[config.mk]
export PLATFORM = sky130hd
export DESIGN_NAME = ifmap_row_framer
export DESIGN_NICKNAME = d
export VERILOG_FILES = /design/src/rtl/ifmap_pkg.sv /design/src/rtl/ifmap_row_framer.sv
export SDC_FILE = /design/constraint.sdc
export NUM_CORES = 1
export LEC_CHECK = 0
export ABC_AREA = 1
export CAP_MARGIN = 20
export CORE_UTILIZATION = 57
export CTS_CLUSTER_SIZE = 12
export DETAILED_ROUTE_END_ITERATION = 16
export PLACE_DENSITY = 0.87
export SYNTH_ARGS = -nofsm -noshare
export SYNTH_HDL_FRONTEND = slang
export SYNTH_SLANG_ARGS = --single-unit
[constraint.sdc]
create_clock -name clk -period 4.7 [get_ports clk]
set_input_delay 0.47 -clock clk [delete_from_list [all_inputs] [get_ports clk]]
set_output_delay 0.47 -clock clk [all_outputs]
set_load 0.02 [all_outputs]
[src/rtl/ifmap_pkg.sv]
// ---------------------------------------------------------------------------
// ifmap_pkg
// Shared definitions for the IFmap row framer:
//   - tag constants placed in the two MSBs of every IF buffer word
//   - framer state encoding
//   - tag_of(): tag for word index k inside a frame of n words
// ---------------------------------------------------------------------------
package ifmap_pkg;

    localparam logic [1:0] TAG_FIRST  = 2'b10;
    localparam logic [1:0] TAG_MID    = 2'b00;
    localparam logic [1:0] TAG_LAST   = 2'b01;
    localparam logic [1:0] TAG_SINGLE = 2'b11;

    // Index/length width used by tag_of(); callers zero-extend into it.
    localparam int TAG_IDX_W = 16;

    typedef enum logic [2:0] {
        IDLE = 3'd0,
        PRE  = 3'd1,
        DATA = 3'd2,
        POST = 3'd3,
        DONE = 3'd4
    } state_e;

    // A one-word frame is both first and last, so it gets its own tag.
    function automatic logic [1:0] tag_of(input logic [TAG_IDX_W-1:0] k,
                                          input logic [TAG_IDX_W-1:0] n);
        logic [1:0] t;
        if (n == TAG_IDX_W'(1)) begin
            t = TAG_SINGLE;
        end else if (k == '0) begin
            t = TAG_FIRST;
        end else if (k == n - TAG_IDX_W'(1)) begin
            t = TAG_LAST;
        end else begin
            t = TAG_MID;
        end
        return t;
    endfunction

endpackage

[src/rtl/ifmap_row_framer.sv]
// ---------------------------------------------------------------------------
// ifmap_row_framer
// Frames a raw pixel stream into tagged IF buffer words {tag, data}, with
// optional zero padding before and after each row.
//
// Ports:
//   clk      - system clock, rising edge
//   rst      - asynchronous reset, active low
//   start    - one-cycle pulse; latches row_len/pad_len (only honoured in IDLE)
//   row_len  - number of stream pixels in the row
//   pad_len  - zero words inserted before and after the row
//   s_valid  - upstream pixel valid
//   s_data   - upstream pixel
//   s_ready  - framer accepts s_data this cycle
//   IF_wen   - IF buffer write strobe
//   IF_din   - {tag, data} written to the IF buffer
//   IF_full  - IF buffer full
//   busy     - row in progress (PRE/DATA/POST)
//   done     - one-cycle pulse after the last word of the frame
// ---------------------------------------------------------------------------
module ifmap_row_framer
    import ifmap_pkg::*;
#(
    parameter int DATA_W    = 16,
    parameter int ROW_LEN_W = 6,
    parameter int PAD_W     = 2
) (
    input  logic                 clk,
    input  logic                 rst,
    input  logic                 start,
    input  logic [ROW_LEN_W-1:0] row_len,
    input  logic [PAD_W-1:0]     pad_len,
    input  logic                 s_valid,
    input  logic [DATA_W-1:0]    s_data,
    output logic                 s_ready,
    output logic                 IF_wen,
    output logic [DATA_W+1:0]    IF_din,
    input  logic                 IF_full,
    output logic                 busy,
    output logic                 done
);

    // Wide enough for row_len + 2*pad_len at their maxima.
    localparam int K_W = ROW_LEN_W + PAD_W + 1;

    state_e               state_q,   state_d;
    logic [ROW_LEN_W-1:0] row_len_q, row_len_d;
    logic [PAD_W-1:0]     pad_len_q, pad_len_d;
    logic [K_W-1:0]       phase_q,   phase_d;
    logic [K_W-1:0]       k_q,       k_d;

    logic [K_W-1:0]       n_cur;
    logic [K_W-1:0]       n_start;
    logic                 pad_last;
    logic                 row_last;
    logic [1:0]           word_tag;

    assign n_cur    = K_W'(row_len_q) + (K_W'(pad_len_q) << 1);
    assign n_start  = K_W'(row_len) + (K_W'(pad_len) << 1);
    assign pad_last = (phase_q == K_W'(pad_len_q) - K_W'(1));
    assign row_last = (phase_q == K_W'(row_len_q) - K_W'(1));
    assign word_tag = tag_of(TAG_IDX_W'(k_q), TAG_IDX_W'(n_cur));

    // phase_q counts words within the current PRE/DATA/POST phase,
    // k_q counts words across the whole frame and selects the tag.
    // Both only move when a word is actually written, so IF_full
    // stalls everything without losing position.
    always_comb begin
        state_d   = state_q;
        row_len_d = row_len_q;
        pad_len_d = pad_len_q;
        phase_d   = phase_q;
        k_d       = k_q;
        s_ready   = 1'b0;
        IF_wen    = 1'b0;
        IF_din    = '0;
        busy      = 1'b0;
        done      = 1'b0;

        case (state_q)
            IDLE: begin
                if (start) begin
                    row_len_d = row_len;
                    pad_len_d = pad_len;
                    phase_d   = '0;
                    k_d       = '0;
                    if (n_start == '0) begin
                        state_d = DONE;
                    end else if (pad_len != '0) begin
                        state_d = PRE;
                    end else begin
                        state_d = DATA;
                    end
                end
            end

            PRE: begin
                busy   = 1'b1;
                IF_wen = ~IF_full;
                IF_din = {word_tag, {DATA_W{1'b0}}};
                if (IF_wen) begin
                    k_d = k_q + K_W'(1);
                    if (pad_last) begin
                        phase_d = '0;
                        // A pad-only frame skips straight to trailing pad.
                        state_d = (row_len_q == '0) ? POST : DATA;
                    end else begin
                        phase_d = phase_q + K_W'(1);
                    end
                end
            end

            DATA: begin
                busy    = 1'b1;
                s_ready = ~IF_full;
                IF_wen  = s_valid & ~IF_full;
                IF_din  = {word_tag, s_data};
                if (IF_wen) begin
                    k_d = k_q + K_W'(1);
                    if (row_last) begin
                        phase_d = '0;
                        state_d = (pad_len_q != '0) ? POST : DONE;
                    end else begin
                        phase_d = phase_q + K_W'(1);
                    end
                end
            end

            POST: begin
                busy   = 1'b1;
                IF_wen = ~IF_full;
                IF_din = {word_tag, {DATA_W{1'b0}}};
                if (IF_wen) begin
                    k_d = k_q + K_W'(1);
                    if (pad_last) begin
                        phase_d = '0;
                        state_d = DONE;
                    end else begin
                        phase_d = phase_q + K_W'(1);
                    end
                end
            end

            DONE: begin
                done    = 1'b1;
                state_d = IDLE;
            end

            default: begin
                state_d = IDLE;
            end
        endcase
    end

    // State and counter registers; reset abandons any partial row.
    always_ff @(posedge clk or negedge rst) begin
        if (!rst) begin
            state_q   <= IDLE;
            row_len_q <= '0;
            pad_len_q <= '0;
            phase_q   <= '0;
            k_q       <= '0;
        end else begin
            state_q   <= state_d;
            row_len_q <= row_len_d;
            pad_len_q <= pad_len_d;
            phase_q   <= phase_d;
            k_q       <= k_d;
        end
    end

endmodule

==> Flow_metrics.wiki, run 1 <==
{| class="wikitable"
! Metric !! Value
|-
| Status || finished clean
|-
| Number of H-tree levels || 2
|-
| Detail Placement HPWL || around 5.0 mm
|-
| Number of instances resized during post-cts repair || 0
|-
| Required time reported for the critical path endpoint || 4.23 ns
|-
| Worst-case vdd ir drop || 0.3484 mV
|-
| Leakage power of the design || about 1.7 nW
|-
| Cell depth of the worst setup path || 15
|-
| Post-synthesis sequential area ratio || 27.36%
|-
| Share of total power consumed by net switching || 53.38%
|-
| CTS clk-pin slew, worst paths || roughly 0.070 ns
|-
| Count of filler cells inserted in the layout || 356
|-
| Fin nets || 511
|-
| HP Class || reg -> reg
|-
| Worst setup skew after layout || 0.008803 ns
|-
| Cell internal pwr || 0.8940 mW
|-
| Most frequent cells after synthesis || 117 x nand2_1, 68 x inv_1, 59 x nor2_1
|-
| Most frequent cell on the critical path || nand2_1
|-
| Power density over the cells || 591.1 nW/um^2
|-
| Setup repair after global routing missed its margin || no
|-
| Area used by multi-input combinational logic || 1593 um^2
|-
| Number of setup violations in the final report || 0
|-
| Count of maximum capacitance violations || 0
|-
| Time the worst path needs with I/O delays and setup || 3.389 ns
|-
| Flops & latches, synth || 29
|-
| Cell area after synthesis || 2653 um^2
|-
| Worst slew margin relative to its limit || 44.30%
|-
| Detailed-route vias per instance || 5.225
|-
| Core footprint || ~4400 um^2
|-
| Area of all placed cells without fillers || 3244 um^2
|-
| WL/cell || 12.09 um
|-
| Initial core utilization || 60.09%
|-
| Largest fanout on the critical path || 4
|-
| Placer congestion estimate || 0.8666
|-
| Cell family contributing the most delay on the critical path || buffers and inverters
|-
| Total global routing overflow || 0
|-
| Final count of hold timing violations || 0
|-
| Ranking of synthesized cells by area || dfrtp_1 27%, nand2_1 17%, inv_1 9.6%
|-
| Insertion delay of the later-clocked pin in the worst-skew pair || 0.29 ns
|-
| Syn Nets || ~460
|-
| Number of antenna violations at the first check in global routing || 0
|-
| Combinational Power Share || 67.7%
|-
| Area Growth Syn to Fin || 22.31%
|-
| Share of power burned in registers || a little over a fifth
|-
| Most frequent cell after synthesis || nand2_1
|-
| Instance area after placement || between 3000 and 4000 um^2
|-
| Die area || 4930 um^2
|-
| Area share of the largest cell type after synthesis || 27.36%
|-
| Type of the worst setup path || reg -> out
|-
| Total of warnings raised by yosys || 0
|-
| Via count of the first global-routing pass || around 2,500
|-
| # hold bufs at CTS || 0
|-
| Num rows || 24
|-
| Proportion of power drawn by the clock network || 10.7%
|-
| Final period utilization || between 70% and 80%
|-
| Post-synth EDFFs || 0
|-
| Final-report max-slew violation count || 0
|-
| Worst-case setup slack after placement || roughly 1.6 ns
|-
| Global-route wire length before repair || 10.96 mm
|-
| Vias after detailed routing || 2,722
|-
| Slowest stage cell on the critical path || clkdlybuf4s50_1
|-
| Number of buffers added by the clock tree synthesis step || 5
|-
| Aggregate global-route resource usage || 27.92%
|-
| F_max || just under 0.3 GHz
|-
| Reported net switching power || 1.024 mW
|-
| CTS root buf || clkbuf_8
|-
| Remaining antenna violation count || 0
|-
| Arrival time at the worst endpoint || approximately 2.9 ns
|-
| Count of different cell masters after synthesis || 32
|-
| Crit path buf inv count || 4
|-
| Number of setup buffers added after CTS || 0
|-
| DRC Markers || 0
|-
| Cells after Synth || 420
|-
| Maximum clock insertion buffer count || 2
|-
| Mean cell area of the mapped netlist || 6.316 um^2
|-
| Ordered list of cells on the worst path || ha_1 > inv_1 > fa_1 > inv_1 > nand2_1 > nand2_1 > nand2_1 > nand3b_1 > nand2_1 > inv_1 > nand3_1 > nor2_1 > nand2_1 > a21oi_1 > clkdlybuf4s50_1
|-
| Largest net degree at the start of global routing || 30
|-
| Maximum single-stage delay on the critical path || 0.61 ns
|-
| Storage element area || about 730 um^2
|-
| Slack of the worst reg-to-reg path || 2.58 ns
|-
| Worst-margin pin slew || 0.8310 ns
|-
| Violation count after the first detailed-routing iteration || roughly 180
|-
| Share of flip-flops with an asynchronous set or reset after synthesis || 100.0%
|-
| Total negative slack for setup checks || 0 ns
|-
| Share of layout cells above drive strength 1 || 5.330%
|-
| DRT Pass-1 Iters || 4
|-
| Clk sink count || 29
|-
| Number of cells on the worst hold path || 2
|-
| Commonest register cell after synthesis || dfrtp_1
|-
| TritonCTS clock tree || done
|-
| Endpoint kind of the worst setup timing path || output port
|-
| Die height || around 70 um
|-
| Type of origin of the critical path || flop
|-
| Post-synthesis cell type with the largest combined area || dfrtp_1
|-
| Worst Setup Slack, final || 1.311 ns
|-
| Worst reg2reg path depth || 15
|-
| Top-Level Pins || slightly above 50
|-
| WL final || 6.298 mm
|-
| Number of buffer cells added on primary ports || 50
|-
| Antenna fix cells || 0
|-
| Die Width || 70.22 um
|}
==> logic make-up (layout without fill, tap and decap cells) <==
| group | count (synthesis) | in the layout | share of synthesized area (%) |
|---|---|---|---|
| buf+inv | 81 | 130 | 12.59 |
| simple gates | 239 | 239 | 38.63 |
| xor+xnor | 20 | 20 | 6.604 |
| compound gates | 37 | 37 | 7.642 |
| fa+ha+maj | 14 | 14 | 7.170 |
| flops | 29 | 29 | 27.36 |
==> per-layer routing <==
layer	GRT usage, %	up-vias	share of wire (%)
met3	5.772	6	5.3
li1	-	1399	-
met4	8.444	0	1.3
met5	0	-	0
met2	47.01	60	48
met1	36.01	1257	46
==> metrics by stage <==
step	total power, mW	hold slack, ns	utilization, %	instances
final	1.918	0.5233	73.50	521
after global routing	2.106	0.5382	73.50	521
after CTS	1.909	0.5221	73.50	521
after detailed placement	1.701	0.5064	71.54	513
after global placement	1.663	0.4973	71.54	513
after floorplan	1.378	0.1744	-	420
==> final cells by class <==
| cell class | count | area share (%) |
|---|---|---|
| multi-input cells | 310 | 49.09 |
| flip-flops and latches | 29 | 22.37 |
| repair buffers | 51 | 15.66 |
| inverters | 71 | 8.214 |
| clock buffers | 5 | 2.121 |
| well taps | 52 | 2.005 |
| clock inverters | 3 | 0.5399 |
==> tightest hold or removal path: stages, from the launching register on <==
cell     delay, ns
dfrtp_1       0.38
nand2_1       0.06
nand2_1       0.05
==> placed cells by master, fill, tap and decap left out, drive strengths merged <==
cell,instances
nand2,122
inv,70
nor2,62
clkdlybuf4s50,50
nand3,40
dfrtp,29
o21ai,20
a21oi,13
ha,12
xor2,11
xnor2,9
nor3,7
nand4,5
clkbuf,5
clkinv,3
nand3b,2
fa,2
o221ai,1
o211ai,1
o22ai,1
o21a,1
nor3b,1
clkinvlp,1
buf,1
==> flip-flops by register name, indices dropped and copies added (netlist names) <==
name,count
k_q,9
phase_q,9
row_len_q,6
state_q,3
pad_len_q,2
==> path summary, 6_finish.rpt <==
| check | startpoint | to |
|---|---|---|
| max | row_len_q[1]$_DFFE_PN0P_ | IF_din[16] |
| min | state_q[1]$_DFFE_PN0P_ | state_q[1]$_DFFE_PN0P_ |
| max reg2reg | row_len_q[0]$_DFFE_PN0P_ | phase_q[4]$_DFFE_PN0P_ |
| min reg2reg | state_q[1]$_DFFE_PN0P_ | state_q[1]$_DFFE_PN0P_ |
| max in group asynchronous | rst | phase_q[4]$_DFFE_PN0P_ |
| min in group asynchronous | rst | row_len_q[5]$_DFFE_PN0P_ |
==> power by group through the flow <==
stage | clock (mW) | sequential, mW | combinational, mW
2_1_floorplan | 0 | 0.372 | 1.01
3_3_place_gp | 0 | 0.410 | 1.25
5_1_grt | 0.222 | 0.424 | 1.46
3_5_place_dp | 0 | 0.415 | 1.29
4_1_cts | 0.209 | 0.410 | 1.29
6_report | 0.205 | 0.414 | 1.30
Note: power is estimated with default switching activity, not from simulation.
==> run 2, diff against run 1 <==
CORE_UTILIZATION = 53   (was 57)
PLACE_DENSITY = 0.81   (was 0.87)
clock period = 3.3 ns   (was 4.7 ns; I/O delays follow)
==> run 2 against run 1 <==
  * Count of clock-buffer cells in the layout grew 2
  * Sequential share of layout area shrank 0.36 points
  * Non-clock buffer count stayed put
  * Combinational power increased by 43%
  * First-iteration DRC count is 17% higher
==> Flow_metrics.wiki, run 2 (synthesized netlist as in run 1, its figures left out) <==
{| class="wikitable"
! Metric !! Value
|-
| Remaining antenna violation count || 0
|-
| Placer congestion estimate || 0.9065
|-
| Crit path buf inv count || 4
|-
| Total global routing overflow || 0
|-
| Core footprint || 4755 um^2
|-
| Share of layout cells above drive strength 1 || 5.117%
|-
| Aggregate global-route resource usage || a little over a quarter
|-
| F_max || 0.3492 GHz
|-
| WL/cell || 12.05 um
|-
| WL final || 6.459 mm
|-
| Detailed-route vias per instance || 4.991
|-
| Type of origin of the critical path || flop
|-
| Required time reported for the critical path endpoint || 2.97 ns
|-
| Count of maximum capacitance violations || 0
|-
| Antenna fix cells || 0
|-
| Leading cell type in the layout, fill and taps excluded || nand2_1
|-
| Cell family contributing the most delay on the critical path || simple AND/OR/NAND/NOR gates
|-
| Number of setup violations in the final report || 0
|-
| Leakage power of the design || 1.732 nW
|-
| Maximum clock insertion buffer count || 2
|-
| Final count of hold timing violations || 0
|-
| Num rows || 25
|-
| Top-Level Pins || 51
|-
| Most frequent cell on the critical path || nand2_1
|-
| Largest net degree at the start of global routing || 30
|-
| TritonCTS clock tree || done
|-
| Worst slew margin relative to its limit || a little under half
|-
| Power density over the cells || 857.6 nW/um^2
|-
| Initial core utilization || a little under three fifths
|-
| # hold bufs at CTS || 0
|-
| Instance area after placement || 3177 um^2
|-
| Clk sink count || 29
|-
| Worst setup skew after layout || about 0.0083 ns
|-
| Insertion delay of the later-clocked pin in the worst-skew pair || 0.27 ns
|-
| Maximum single-stage delay on the critical path || between 0.4 and 0.5 ns
|-
| Slowest stage cell on the critical path || fa_1
|-
| Setup repair after global routing missed its margin || no
|-
| Type of the worst setup path || reg -> out
|-
| Area of all placed cells without fillers || 3298 um^2
|-
| Worst-case vdd ir drop || 0.4694 mV
|-
| Status || finished clean
|-
| Final period utilization || 86.77%
|-
| CTS root buf || clkbuf_8
|-
| CTS clk-pin slew, worst paths || roughly 0.060 ns
|-
| Final-report max-slew violation count || 0
|-
| Arrival time at the worst endpoint || 2.53 ns
|-
| Number of antenna violations at the first check in global routing || 0
|-
| Time the worst path needs with I/O delays and setup || 2.863 ns
|-
| Top library cells by usage in the layout, fill and taps aside || 117 x nand2_1, 68 x inv_1, 59 x nor2_1
|-
| Via count of the first global-routing pass || 2,513
|-
| Detail Placement HPWL || 5.112 mm
|-
| Regs by FF count || k_q (9), phase_q (9), row_len_q (6)
|-
| Global-route wire length before repair || 11.14 mm
|-
| Endpoint kind of the worst setup timing path || output port
|-
| Total negative slack for setup checks || 0 ns
|-
| Die height || 72.75 um
|-
| Vias after detailed routing || around 2,700
|-
| Number of buffer cells added on primary ports || 50
|-
| Largest fanout on the critical path || 4
|-
| DRT Pass-1 Iters || 4
|-
| Die Width || 72.75 um
|-
| DRC Markers || 0
|-
| Die area || ~5300 um^2
|-
| Number of H-tree levels || 2
|-
| HP Class || in -> async
|-
| Area Growth Syn to Fin || 24.34%
|-
| Ordered list of cells on the worst path || ha_1 > inv_1 > fa_1 > inv_1 > nand2_1 > nand2_1 > nand2_1 > nand3b_1 > nand2_1 > inv_1 > nand3_1 > nor2_1 > nand2_1 > a21oi_1 > dlymetal6s2s_1
|-
| Fin nets || 511
|-
| Violation count after the first detailed-routing iteration || 215
|-
| Number of buffers added by the clock tree synthesis step || 5
|-
| Worst-margin pin slew || 0.8079 ns
|}
==> run 2: final cells by class <==
cell class / instances / area, um^2
fill: 415 / 1456
sequential: 29 / 725.7
clock buffer: 7 / 86.33
inverter: 71 / 266.5
tap: 67 / 83.83
timing repair buffer: 51 / 513.0
multi-input combinational: 310 / 1593
clock inverter: 1 / 30.03
==> run 2: power by group <==
part	total, mW	switching, mW	internal [mW]
Clock	0.382	0.136	0.246
Sequential	0.586	0.139	0.447
Combinational	1.86	1.18	0.679
==> run 2: worst paths after layout <==
kind                                          start                  endpoint  slack, ns  depth (start not counted)
max                        pad_len_q[0]$_DFFE_PN0P_                IF_din[16]       0.44                         15
min                                             rst  row_len_q[5]$_DFFE_PN0P_       0.44                          2
max reg2reg                pad_len_q[1]$_DFFE_PN0P_    phase_q[3]$_DFFE_PN0P_       1.14                         10
min reg2reg                  state_q[1]$_DFFE_PN0P_    state_q[1]$_DFFE_PN0P_       0.51                          2
max in group asynchronous                       rst    phase_q[3]$_DFFE_PN0P_       2.57                          2
min in group clk             state_q[1]$_DFFE_PN0P_    state_q[1]$_DFFE_PN0P_       0.51                          2
==> run 2: routing by layer <==
| layer | vias to the layer above | share of wire (%) | global-route usage, % |
|---|---|---|---|
| met1 | 1231 | 46 | 35.63 |
| met4 | 0 | 0.33 | 3.050 |
| met2 | 44 | 49 | 46.83 |
| met3 | 2 | 3.9 | 5.387 |
| met5 | - | 0 | 0 |
| li1 | 1398 | - | - |
==> run 2: metrics by stage <==
step | hold slack [ns] | cells | utilization [%] | power, mW | setup WS [ns]
6_report | 0.4376 | 536 | 69.37 | 2.829 | 0.4366
4_1_cts | 0.4586 | 536 | 69.26 | 2.819 | 0.06485
2_1_floorplan | 0.03441 | 420 | - | 1.963 | 0.9299
5_1_grt | 0.4654 | 536 | 69.37 | 3.117 | 0.1568
3_3_place_gp | 0.4984 | 528 | 66.82 | 2.378 | 0.4810
3_5_place_dp | 0.4983 | 528 | 66.82 | 2.422 | 0.3898
==> run 2: repair_timing <==
item | 4_1_cts | 5_1_grt
setup buffers | 0 | 0
endpoints found under the setup margin | 0 | 2
gates resized for setup | 0 | 2
==> run 3, diff against run 2 <==
SKIP_LAST_GASP = 1   (was not set)
==> results of run 3 <==
The final DEF is identical to that of run 2; final timing and power are the same.
